$ cat src/rtl/tag_control_pkg.sv
// Shared types for the PSL command tag manager: tag pool size, the per-tag
// CommandTagLine record, error flags and controller states.
package tag_control_pkg;

  localparam int TAG_COUNT = 32;

  typedef enum logic [1:0] {
    CMD_READ  = 2'd0,
    CMD_WRITE = 2'd1,
    CMD_TOUCH = 2'd2,
    CMD_INTR  = 2'd3
  } cmd_type_t;

  typedef struct packed {
    cmd_type_t   cmd_type;
    logic [7:0]  context_id;
    logic [15:0] ea_tag;
  } CommandTagLine;

  typedef struct packed {
    logic bad_free;
    logic out_of_range;
  } TagErrorType;

  typedef enum logic [0:0] {
    INIT  = 1'b0,
    READY = 1'b1
  } TagControlState;

endpackage

$ cat src/rtl/parity.sv
// Reduction parity over BITS inputs; ODD=1 yields odd parity (1 when the
// number of set bits is even).
module parity #(
  parameter int BITS = 8,
  parameter bit ODD  = 1'b1
) (
  input  logic [BITS-1:0] data,
  output logic            par
);
  assign par = ODD ? ~^data : ^data;
endmodule

$ cat src/rtl/tag_free_fifo.sv
// Free-tag ID FIFO of DEPTH entries; pointers carry a wrap bit so that
// full and empty are distinguishable and count is a plain subtraction.
module tag_free_fifo #(
  parameter int DEPTH = 32,
  parameter int W     = 8,
  parameter int CNT_W = 9
) (
  input  logic             clock,
  input  logic             rstn,
  input  logic             push,
  input  logic [W-1:0]     push_id,
  input  logic             pop,
  output logic [W-1:0]     head,
  output logic [CNT_W-1:0] count,
  output logic             empty
);
  localparam int AW = $clog2(DEPTH);

  logic [W-1:0] mem [DEPTH];
  logic [AW:0]  wr_ptr, rd_ptr;
  logic [AW:0]  used;

  assign used  = wr_ptr - rd_ptr;
  assign count = CNT_W'(used);
  assign empty = (wr_ptr == rd_ptr);
  assign head  = mem[rd_ptr[AW-1:0]];

  always_ff @(posedge clock or negedge rstn) begin
    if (!rstn) begin
      wr_ptr <= '0;
      rd_ptr <= '0;
    end else begin
      if (push) wr_ptr <= wr_ptr + (AW+1)'(1);
      if (pop)  rd_ptr <= rd_ptr + (AW+1)'(1);
    end
  end

  always_ff @(posedge clock) begin
    if (push) mem[wr_ptr[AW-1:0]] <= push_id;
  end
endmodule

$ cat src/rtl/tag_control.sv
// PSL command tag manager: grants tags from a free list, stores the
// CommandTagLine per tag and returns it on response. Macro TAG_CONTROL_STATS_EN
// adds max_outstanding and grant_stall_count.
module tag_control
  import tag_control_pkg::*;
#(
  parameter int NUM_TAGS  = TAG_COUNT,
  parameter int TAG_WIDTH = 8
) (
  input  logic                 clock,
  input  logic                 rstn,
  input  logic                 enabled,
  input  logic                 tag_request,
  input  CommandTagLine        cmd_tag_line_in,
  output logic                 tag_grant,
  output logic [0:TAG_WIDTH-1] tag_out,
  output logic                 tag_out_parity,
  output logic [0:8]           tags_available,
  output logic                 tag_ready,
  input  logic                 response_valid,
  input  logic [0:TAG_WIDTH-1] response_tag,
  output CommandTagLine        response_tag_id_out,
  output logic [0:1]           tag_error,
  output TagControlState       state_dbg
`ifdef TAG_CONTROL_STATS_EN
  ,
  output logic [0:8]           max_outstanding,
  output logic [0:31]          grant_stall_count
`endif
);
  localparam int IDX_W = $clog2(NUM_TAGS);
  localparam int CMP_W = TAG_WIDTH + 1;

  TagControlState       state;
  logic [IDX_W-1:0]     init_cnt;
  logic [NUM_TAGS-1:0]  outstanding;
  CommandTagLine        tag_table [NUM_TAGS];
  TagErrorType          err_q;

  logic [TAG_WIDTH-1:0] fifo_head, push_id, rtag;
  logic [8:0]           fifo_count;
  logic                 fifo_empty, fifo_push, head_par;
  logic                 in_ready, do_alloc, rsp_fire, rsp_oor, rsp_live;
  logic [IDX_W-1:0]     rsp_idx, alloc_idx;

  // tag_request has no backpressure: a request seen with an empty free list is
  // simply dropped, and tag_grant one cycle later is the only acknowledgement.
  assign rtag      = response_tag;
  assign in_ready  = (state == READY);
  assign do_alloc  = in_ready && enabled && tag_request && !fifo_empty;
  assign rsp_fire  = in_ready && enabled && response_valid;
  assign rsp_oor   = {1'b0, rtag} >= CMP_W'(NUM_TAGS);
  assign rsp_idx   = rtag[IDX_W-1:0];
  assign alloc_idx = fifo_head[IDX_W-1:0];
  assign rsp_live  = rsp_fire && !rsp_oor && outstanding[rsp_idx];
  assign fifo_push = (state == INIT) || rsp_live;
  assign push_id   = (state == INIT) ? TAG_WIDTH'(init_cnt) : rtag;

  tag_free_fifo #(.DEPTH(NUM_TAGS), .W(TAG_WIDTH), .CNT_W(9)) u_free (
    .clock   (clock),
    .rstn    (rstn),
    .push    (fifo_push),
    .push_id (push_id),
    .pop     (do_alloc),
    .head    (fifo_head),
    .count   (fifo_count),
    .empty   (fifo_empty)
  );

  parity #(.BITS(TAG_WIDTH), .ODD(1'b1)) u_parity (
    .data (fifo_head),
    .par  (head_par)
  );

  always_ff @(posedge clock or negedge rstn) begin
    if (!rstn) begin
      state    <= INIT;
      init_cnt <= '0;
    end else if (state == INIT) begin
      init_cnt <= init_cnt + IDX_W'(1);
      if (init_cnt == IDX_W'(NUM_TAGS - 1)) state <= READY;
    end
  end

  // A tag is freed only while outstanding, so the set and clear below never
  // target the same bit in one cycle.
  always_ff @(posedge clock or negedge rstn) begin
    if (!rstn) begin
      tag_grant           <= 1'b0;
      tag_out             <= '0;
      tag_out_parity      <= 1'b0;
      response_tag_id_out <= '0;
      err_q               <= '0;
      outstanding         <= '0;
    end else begin
      tag_grant <= do_alloc;
      if (do_alloc) begin
        tag_out                <= fifo_head;
        tag_out_parity         <= head_par;
        outstanding[alloc_idx] <= 1'b1;
      end
      if (rsp_live) outstanding[rsp_idx] <= 1'b0;
      response_tag_id_out <= rsp_live ? tag_table[rsp_idx] : '0;
      err_q.bad_free      <= rsp_fire && !rsp_oor && !outstanding[rsp_idx];
      err_q.out_of_range  <= rsp_fire && rsp_oor;
    end
  end

  always_ff @(posedge clock) begin
    if (do_alloc) tag_table[alloc_idx] <= cmd_tag_line_in;
  end

  assign tags_available = fifo_count;
  assign tag_ready      = in_ready && !fifo_empty;
  assign tag_error      = err_q;
  assign state_dbg      = state;

`ifdef TAG_CONTROL_STATS_EN
  logic [8:0] busy_now;
  assign busy_now = 9'(NUM_TAGS) - fifo_count;

  // Sampled only in READY; during INIT the filling free list is not usage.
  always_ff @(posedge clock or negedge rstn) begin
    if (!rstn) begin
      max_outstanding   <= '0;
      grant_stall_count <= '0;
    end else if (in_ready) begin
      if (busy_now > max_outstanding) max_outstanding <= busy_now;
      if (enabled && tag_request && fifo_empty && (grant_stall_count != '1))
        grant_stall_count <= grant_stall_count + 32'd1;
    end
  end
`endif
endmodule
$ cat config.mk
export PLATFORM = sky130hd
export DESIGN_NAME = tag_control
export DESIGN_NICKNAME = d
export VERILOG_FILES = /design/src/rtl/tag_control_pkg.sv /design/src/rtl/parity.sv /design/src/rtl/tag_free_fifo.sv /design/src/rtl/tag_control.sv
export SDC_FILE = /design/constraint.sdc
export NUM_CORES = 1
export LEC_CHECK = 0
export BUFFER_PORTS_ARGS = -buffer_cell sky130_fd_sc_hd__buf_2
export CAP_MARGIN = 20
export CORE_ASPECT_RATIO = 1.5
export CORE_MARGIN = 2
export CORE_UTILIZATION = 45
export CTS_BUF_LIST = sky130_fd_sc_hd__clkbuf_16
export CTS_CLUSTER_SIZE = 30
export DETAILED_ROUTE_END_ITERATION = 7
export GPL_TIMING_DRIVEN = 0
export SYNTH_ARGS = -nofsm -noshare
export SYNTH_HDL_FRONTEND = slang
export SYNTH_HIERARCHICAL = 1
export SYNTH_SLANG_ARGS = --single-unit
$ cat constraint.sdc
create_clock -name clock -period 5.37 [get_ports clock]
set_input_delay 0.8055 -clock clock [delete_from_list [all_inputs] [get_ports clock]]
set_output_delay 0.8055 -clock clock [all_outputs]
set_load 0.02 [all_outputs]
# Word-level counts from Yosys, hierarchy flattened
# Memory sizes are Yosys's and may differ from the RTL's.
# Index checks and enable logic that the tools add are counted.
[totals]
reg_bits = 88
ramBits = 1088
inputBits = 39
out_inout_bits = 49
elab_cells = 62
memories = 2
[classes]
addsub = 4
n_lt_le_gt_ge = 5
n_eq_ne = 2
muxes = 16
bitwise_logic = 4
reduce_logical = 16
[memory_table]
columns = ["name", "words", "width", "rd", "rd_ports_with_merged_regs", "wr", "line_no", "text"]
rows = [
  ["tag_table", 32, 26, 1, 0, 1, "tag_control.sv:37", "CommandTagLine tag_table [NUM_TAGS];"],
  ["u_free.mem", 32, 8, 1, 0, 1, "tag_free_fifo.sv:19", "logic [W-1:0] mem [DEPTH];"],
]
[ops]
columns = ["operator", "n"]
rows = [
  ["32-bit two-way mux", 2],
  ["32-bit AND", 1],
  ["32-bit NOT", 1],
  ["32-bit OR", 1],
  ["26-bit two-way mux", 1],
  ["6-bit by 1-bit adder with 6-bit output (second input constant)", 2],
  ["5-bit by 6-bit less-than comparator with 1-bit output (second input constant)", 2],
  ["1-bit logical AND", 11],
  ["1-bit demux with 5-bit select", 2],
  ["5-bit by 1-bit greater-or-equal comparator with 1-bit output (second input constant)", 2],
  ["1-bit two-way mux", 9],
  ["8-bit by 6-bit greater-or-equal comparator with 1-bit output (second input constant)", 1],
  ["8-bit two-way mux", 1],
  ["8-bit XNOR reduction", 1],
  ["6-bit == test", 1],
  ["6-bit subtractor", 1],
  ["5-bit by 1-bit adder with 5-bit output (second input constant)", 1],
  ["1-bit binary-select mux with 5-bit select", 1],
  ["5-bit == test (second input constant)", 1],
  ["1-bit zero test", 3],
  ["1-bit logical OR", 1],
  ["1-bit NOT", 1],
]

# Logic depth before layout (Yosys ltp)
# Gate-level depths: netlist of run 1.
# An unclocked memory read counts as a cell.
[depth]
ltp_word = 9
depth_mapped = 15
mapped_depth_nobuf = 10

# Hierarchy
# Netlist of run 1, hierarchy kept.
[modules_own_cells]
columns = ["mod", "instances", "cells_per_inst", "area_per_inst_um2", "seq_area_each_um2"]
rows = [
  ["tag_control", 1, 1555, 34359.2, 26885.8],
  ["tag_free_fifo", 1, 553, 10749.1, 7987.7],
  ["parity", 1, 7, 61.3, 0.0],
]

# Least setup slack after synthesis of run 1
# OpenSTA, ideal clock, no wires.
[synth_timing]
kind = "register to register"
from = "register u_free.rd_ptr[1]"
to = "memory tag_table[14][0] (netlist bit), enable pin"
setup_ns = 0.410
arrival_ns = 3.530
setup_slack_ns = 1.429
path_stages_with_launch = 15
path_buffers = 5
period_less_slack_ns = 3.941
cell_sequence = "dfrtp_1 > buf_2 > buf_2 > buf_2 > inv_1 > ha_1 > nand2_1 > nor3_1 > nand4b_1 > inv_1 > buf_2 > nand2_1 > or2_2 > clkbuf_1 > nor2_1"
[synth_between]
elab_chain_len = 5
[synth_lines]
columns = ["element", "line_no", "text"]
rows = [
  ["start, declared", "tag_free_fifo.sv:20", "logic [AW:0] wr_ptr, rd_ptr;"],
  ["start signal, assigned", "tag_free_fifo.sv:34", "if (pop) rd_ptr <= rd_ptr + (AW+1)'(1);"],
  ["6-bit == test", "tag_free_fifo.sv:25", "assign empty = (wr_ptr == rd_ptr);"],
  ["via fifo_empty", "tag_control.sv:42", "logic fifo_empty, fifo_push, head_par;"],
  ["1-bit zero test", "tag_control.sv:50", "assign do_alloc = in_ready && enabled && tag_request && !fifo_empty;"],
  ["1-bit logical AND", "tag_control.sv:50", ""],
  ["via do_alloc", "tag_control.sv:43", "logic in_ready, do_alloc, rsp_fire, rsp_oor, rsp_live;"],
  ["1-bit two-way mux", "tag_control.sv:110", "if (do_alloc) tag_table[alloc_idx] <= cmd_tag_line_in;"],
  ["1-bit two-way mux (not written as such)", "tag_control.sv:110", ""],
  ["end, declared", "tag_control.sv:37", ""],
]
# The timed path passes the listed nets, and every way through them passes these cells.

# Worst setup path after layout of run 1
[layout_timing]
from = "register u_free.rd_ptr[1]"
to = "memory tag_table[10][17] (netlist bit), enable pin"
# Same word-level chain as after synthesis.

==> impl_metrics.tcl, run 1 <==
set metrics [dict create \
    status "complete, no violations" \
    setup_tns_ps 0 \
    place_inst 3554 \
    gp_congestion 0.8505 \
    cts_buffers 107 \
    crit_type "reg2reg" \
    grt_pass1_vias 23880 \
    cts.sinks 1176 \
    max_slew.worst_pin.slew_ps 1141 \
    clk_pin_slew_worst_paths_ps 70 \
    syn_avg_cell_area_um2 21.36 \
    grt_max_degree 66 \
    finalMaxSlewViolations 0 \
    cpPeakStageDelay_ps 910 \
    whs_ps 29.78 \
    die_width_um 262.7 \
    start_util_pct 45.32 \
    coreArea_um2 99670 \
    fin_crit_sh_pct 96.92 \
    setup_violations 0 \
    detail-route-antenna-nets 0 \
    antenna_found_initial 6 \
    ys.flop_type "edfxtp_1" \
    path_max_fanout 16 \
    via_per_inst 6.153 \
    wl_per_cell_um 33.33 \
    yosysSeqAreaShare_pct 77.21 \
    vias 23120 \
    insertion_delay_ps 720 \
    slew_headroom_pct 23.95 \
    dieArea_um2 103000 \
    finalInstanceArea_um2 52190 \
    ys.warnings.count 6 \
    critPathCaptureType "flop" \
    wl_um 125200 \
    track_usage_pct 24.48 \
    synthArstFlopShare_pct 7.483 \
    worstPathRequired_ps 5770 \
    ys_types 62 \
    final-instance-count-excl-fill 3757 \
    cpLargestDelayFamily "buffers and inverters" \
    p_per_area_nw_per_um2 418.5 \
    final.min_clock_period_ps 5205 \
    ys_seq_elements 1176 \
    drc 0 \
    fin_skew_ps 35.16 \
    synth_cells 2115 \
    fp.dieH_um 392.0 \
    cts_tree "built" \
    io_buffers 79 \
    overflow 0 \
    netlist_area_um2 45170 \
    rsz0062_at_grt "false" \
    cts_buffer_depth 3 \
    crit_chain "buf_2 > buf_2 > buf_2 > inv_1 > ha_1 > nand2_1 > nor3_2 > nand4b_1 > inv_1 > buf_2 > nand2_1 > or2_2 > clkbuf_1 > nor2_4 > buf_16" \
    post-route-util_pct 52.36 \
    max-cap-violations 0 \
    peakVddDrop_mv 0.3386 \
    min_path_type "in2async" \
    cpMaxStageDelayCell "nor2_4" \
    postCtsSetupRepairBufs 0 \
    grt_pass1_wl_um 176000 \
    drt_first_iter_violations 2570 \
    synth-edff-count 1088 \
    cp.buffers_inverters 8 \
    layout.nets 2422 \
    rows 142 \
    timing.fmax_ghz 0.1921 \
    ioPinCount 88 \
    syn2layout_area_growth_pct 15.55 \
    htreeDepth 3 \
    hpwlAfterDp_um 82120 \
    clockRootBuffer "clkbuf_16" \
    startpoint_type "flop" \
    p_leak_uw 0.01713 \
    crit_top_cell "buf_2" \
    drive_gt1_share_pct 28.50 \
    hold_viol 0 \
    place_area_um2 48620 \
    drt_pre_antenna_iters 7 \
    critPathArrivalTime_ps 5610 \
]
==> worst reg2reg max path: stages, from the launching register on <==
cell and delay, ps:
dfrtp_1 350, buf_2 240, buf_2 390, buf_2 370, inv_1 180, ha_1 320, nand2_1 80, nor3_2 90
nand4b_1 250, inv_1 150, buf_2 330, nand2_1 210, or2_2 330, clkbuf_1 410, nor2_4 920, buf_16 260
==> metrics by stage <==
step	setup WS [ps]	power, uW
floorplan	1429	12960
global placement	-1949	14110
detailed placement	-119.4	14450
CTS	154.1	21960
global route	18.82	22480
finish	165.3	21840
==> layer usage <==
layer	part of all wire, %	track usage (%)	vias to the layer above
met3	6.5	3.339	234
li1	-	-	9368
met2	54	45.05	1052
met5	0.022	0	-
met1	35	28.70	12460
met4	4.2	10.45	4
==> layout make-up <==
cell class | instances | area [um2]
clock inverters | 89 | 739.5
flip-flops and latches | 1176 | 34870
plain buffers | 121 | 666.9
repair buffers | 144 | 1654
clock buffers | 110 | 2753
well taps | 1296 | 1622
inverters | 10 | 37.54
fillers | 7712 | 47480
diodes | 1 | 2.502
multi-input cells | 810 | 9844
==> synth_stat cells, types with 5 or more instances <==
cell | number | area (um2)
or3_1 | 5 | 31.28
mux2_2 | 7 | 78.83
a21oi_1 | 30 | 150.1
nor2b_1 | 5 | 31.28
a22o_1 | 9 | 78.83
and2_1 | 8 | 50.05
o22ai_1 | 107 | 669.4
clkbuf_1 | 35 | 131.4
nand3_1 | 10 | 50.05
mux4_1 | 14 | 367.9
a211oi_1 | 8 | 60.06
nor2_1 | 74 | 277.8
nand3b_1 | 7 | 52.55
and2_4 | 20 | 175.2
a22oi_1 | 10 | 75.07
mux4_2 | 242 | 5450
buf_6 | 12 | 135.1
buf_2 | 61 | 305.3
dfrtp_1 | 88 | 2202
o221ai_1 | 16 | 140.1
buf_4 | 9 | 67.56
nand2_1 | 43 | 161.4
nor4_1 | 25 | 156.4
xnor2_1 | 16 | 140.1
ha_1 | 12 | 150.1
mux2i_1 | 49 | 490.5
inv_1 | 9 | 33.78
edfxtp_1 | 1088 | 32670
a2bb2oi_1 | 19 | 166.4
nor3_1 | 16 | 80.08
xor2_1 | 5 | 43.79
==> worst paths after layout <==
path | start | endpoint | slack [ps] | depth (start not counted)
worst max register to register | u_free/rd_ptr[1] | tag_table[10][17] | 170 | 15
worst min register to register | tag_out_parity | tag_out_parity | 480 | 2
max in group asynchronous | rstn | tag_out[0] | 4580 | 2
min in group clock | enabled | tag_error[1] | 400 | 3
worst min-delay path | rstn | response_tag_id_out[8] | 30 | 1
worst max-delay path | u_free/rd_ptr[1] | tag_table[10][17] | 170 | 15
==> cell families (layout without fill, tap and decap cells) <==
| logic type | count (synthesis) | after routing | share of synthesized area, % |
|---|---|---|---|
| DFF | 1176 | 1176 | 77.21 |
| muxes | 312 | 312 | 14.14 |
| and+or+nand+nor | 248 | 248 | 3.078 |
| AOI/OAI and AO/OA | 213 | 213 | 3.224 |
| buffers and inverters | 131 | 474 | 1.559 |
| xor gates and xnor gates | 21 | 21 | 0.4072 |
| adders and majority gates | 13 | 13 | 0.3767 |
| other | 1 | 4 | 0.008302 |
==> sequential cells by signal, indices dropped and copies added (netlist names) <==
signal               flops
tag_grant                1
u_free/wr_ptr            6
u_free/rd_ptr            6
u_free/mem             256
response_tag_id_out     26
init_cnt                 5
outstanding             32
state_dbg                1
tag_table              832
tag_out_parity           1
tag_out                  8
tag_error                2
==> placed cells by master, fill, tap and decap left out, types with 27 or more instances in the layout <==
master / Yosys / final
edfxtp_1: 1088 / 1088
mux4_2: 242 / 242
buf_2: 61 / 151
clkbuf_16: 0 / 112
o22ai_1: 107 / 107
dfrtp_1: 88 / 88
mux2i_1: 49 / 49
nand2_1: 43 / 43
nor2_1: 74 / 42
clkbuf_1: 35 / 35
nor2_4: 0 / 32
a21oi_1: 30 / 30
inv_1: 9 / 27
clkinv_1: 1 / 27
==> report_power, final <==
part / leakage (uW) / total [uW] / internal [uW] / switching, uW
Sequential: 0.0110 / 10700 / 10500 / 143
Combinational: 0.00441 / 3590 / 1350 / 2240
Clock: 0.00176 / 7590 / 4170 / 3420
Total: 0.0171 / 21800 / 16000 / 5800
==> what timing repair did <==
| action | in CTS | in global routing |
|---|---|---|
| hold buffers | 0 | 0 |
| gates resized for setup | 1 | 0 |
| endpoints found under the setup margin | 107 | 0 |
(Power assumes the default switching activity.)
==> run 2: changes to the inputs <==
--- a/config.mk
+++ b/config.mk
@@ -9,7 +9,7 @@
 export CAP_MARGIN = 20
 export CORE_ASPECT_RATIO = 1.5
 export CORE_MARGIN = 2
-export CORE_UTILIZATION = 45
+export CORE_UTILIZATION = 42
 export CTS_BUF_LIST = sky130_fd_sc_hd__clkbuf_16
 export CTS_CLUSTER_SIZE = 30
 export DETAILED_ROUTE_END_ITERATION = 7
==> run 2 against run 1 <==
Total power rose by 2.4%. Design area rose by 0.56%. Worst hold slack improved by 24 ps. Clock power rose by 6.2%. Via count rose by 0.29%. Die area rose by 7.1%. Register-to-register slack improved by 90 ps. First-iteration DRC count rose by 6.3%. Fmax rose by 1.8%. Largest cell class unchanged. Largest power group unchanged.
==> impl_metrics.tcl, run 2 (synthesis results as in run 1) <==
set metrics [dict create \
    status "complete, no violations" \
    final_cell_mix "edfxtp_1 (1088), mux4_2 (242), buf_2 (143), clkbuf_16 (112), o22ai_1 (107)" \
    clockRootBuffer "clkbuf_16" \
    track_usage_pct 23.15 \
    antenna_cells 0 \
    largest_reg_flops 832 \
    p_leak_uw 0.01723 \
    cts_tree "built" \
    whs_ps 54.03 \
    total_power_uw 22370 \
    rsz0062_at_grt "false" \
    wl_per_cell_um 32.65 \
    clk_pin_slew_worst_paths_ps 60 \
    max-cap-violations 0 \
    insertion_delay_ps 730 \
    cpLargestDelayFamily "buffers and inverters" \
    htreeDepth 3 \
    die_width_um 271.8 \
    hpwlAfterDp_um 81420 \
    seq_area_um2 34870 \
    critPathArrivalTime_ps 5500 \
    peakVddDrop_mv 0.4198 \
    path_max_fanout 17 \
    wl_um 126600 \
    via_per_inst 5.979 \
    slew_headroom_pct 14.40 \
    grt_max_degree 64 \
    worstPathRequired_ps 5760 \
    crit_type "reg2reg" \
    fp.dieH_um 405.6 \
    start_util_pct 42.27 \
    ioPinCount 88 \
    final.min_clock_period_ps 5111 \
    max_slew.worst_pin.slew_ps 1284 \
    gp_congestion 0.8177 \
    setup_violations 0 \
    timing.fmax_ghz 0.1956 \
    drt_first_iter_violations 2732 \
    min_path_type "in2async" \
    cts_buffer_depth 3 \
    cpPeakStageDelay_ps 880 \
    drive_gt1_share_pct 28.47 \
    hold_viol 0 \
    detail-route-antenna-nets 0 \
    io_buffers 79 \
    setup_ws_ps 258.8 \
    fin_skew_ps 48.92 \
    finalMaxSlewViolations 0 \
    multi_input_area_um2 9839 \
    vias 23180 \
    crit_top_cell "buf_2" \
    cp.buffers_inverters 8 \
    drt_pre_antenna_iters 6 \
    rr_worst_depth 15 \
    regMostFlops "tag_table" \
    cts_resized 0 \
    syn2layout_area_growth_pct 16.20 \
    rows 147 \
    post-place-ws_ps -6.853 \
    drc 0 \
    antenna_found_initial 3 \
    postCtsSetupRepairBufs 0 \
    reg2reg_from "u_free/rd_ptr[1]" \
    layout.nets 2419 \
    dieArea_um2 110200 \
    critPathCaptureType "flop" \
    mostFrequentLayoutCell "edfxtp_1" \
    cts.sinks 1176 \
    cts_hold_buf 0 \
    reg2reg_setup_slack_ps 260 \
    r2r-end "tag_table[6][4]" \
    overflow 0 \
    fillCellCount 8598 \
    crit_chain "buf_2 > buf_2 > buf_2 > inv_1 > ha_1 > nand2_1 > nor3_1 > nand4b_1 > inv_1 > buf_2 > nand2_1 > or2_2 > clkbuf_1 > nor2_4 > buf_16" \
    coreArea_um2 106900 \
    grt_pass1_vias 24070 \
    p_per_area_nw_per_um2 426.2 \
    startpoint_type "flop" \
    grt_pass1_wl_um 177900 \
    fin_crit_sh_pct 95.18 \
    cpMaxStageDelayCell "nor2_4" \
    cts_buffers 109 \
    setup_tns_ps 0 \
]
==> run 2: layout make-up <==
type	instances	share of cell area [%]
Timing Repair Buffer	139	2.951
Buffer	121	1.271
Clock buffer	111	5.292
Clock inverter	95	1.852
Inverter	10	0.07152
Sequential cell	1176	66.44
Multi-Input combinational cell	810	18.75
Tap cell	1415	3.373
==> run 2: worst max path at each step <==
stage                                 from           endpoint  slack (ps)  cells past startpoint
after floorplan           u_free/rd_ptr[1]   tag_table[14][0]        1430                     14
after CTS                 u_free/rd_ptr[1]    tag_table[6][5]         220                     15
after detailed placement   response_tag[3]  u_free/mem[10][1]          -7                     10
after global placement    u_free/rd_ptr[1]  tag_table[10][10]       -1780                     14
after global routing      u_free/rd_ptr[1]    tag_table[6][5]          70                     15
final                     u_free/rd_ptr[1]    tag_table[6][4]         260                     15
==> run 2: through the flow <==
stage | instances | instance area [um2] | utilization [%]
6_report | 3877 | 52490 | 49.12
5_1_grt | 3877 | 52490 | 49.12
4_1_cts | 3874 | 52410 | 49.04
3_5_place_dp | 3668 | 48660 | 45.53
3_3_place_gp | 3611 | 47340 | 44.30
2_1_floorplan | 2117 | 45180 | -
==> run 2: power breakdown <==
group / internal, uW / switching (uW) / leakage, uW / total, uW
clock network: 4670 / 3390 / 0.00192 / 8060
logic: 1350 / 2300 / 0.00435 / 3650
registers: 10500 / 144 / 0.0110 / 10700
==> run 2: per-layer routing <==
layer / part of all wire, % / vias to the layer above / GRT usage (%)
li1: - / 9367 / -
met1: 36 / 12440 / 27.36
met2: 53 / 1070 / 41.11
met3: 6.4 / 300 / 3.808
met4: 5.2 / 6 / 11.14
met5: 0.033 / - / 0
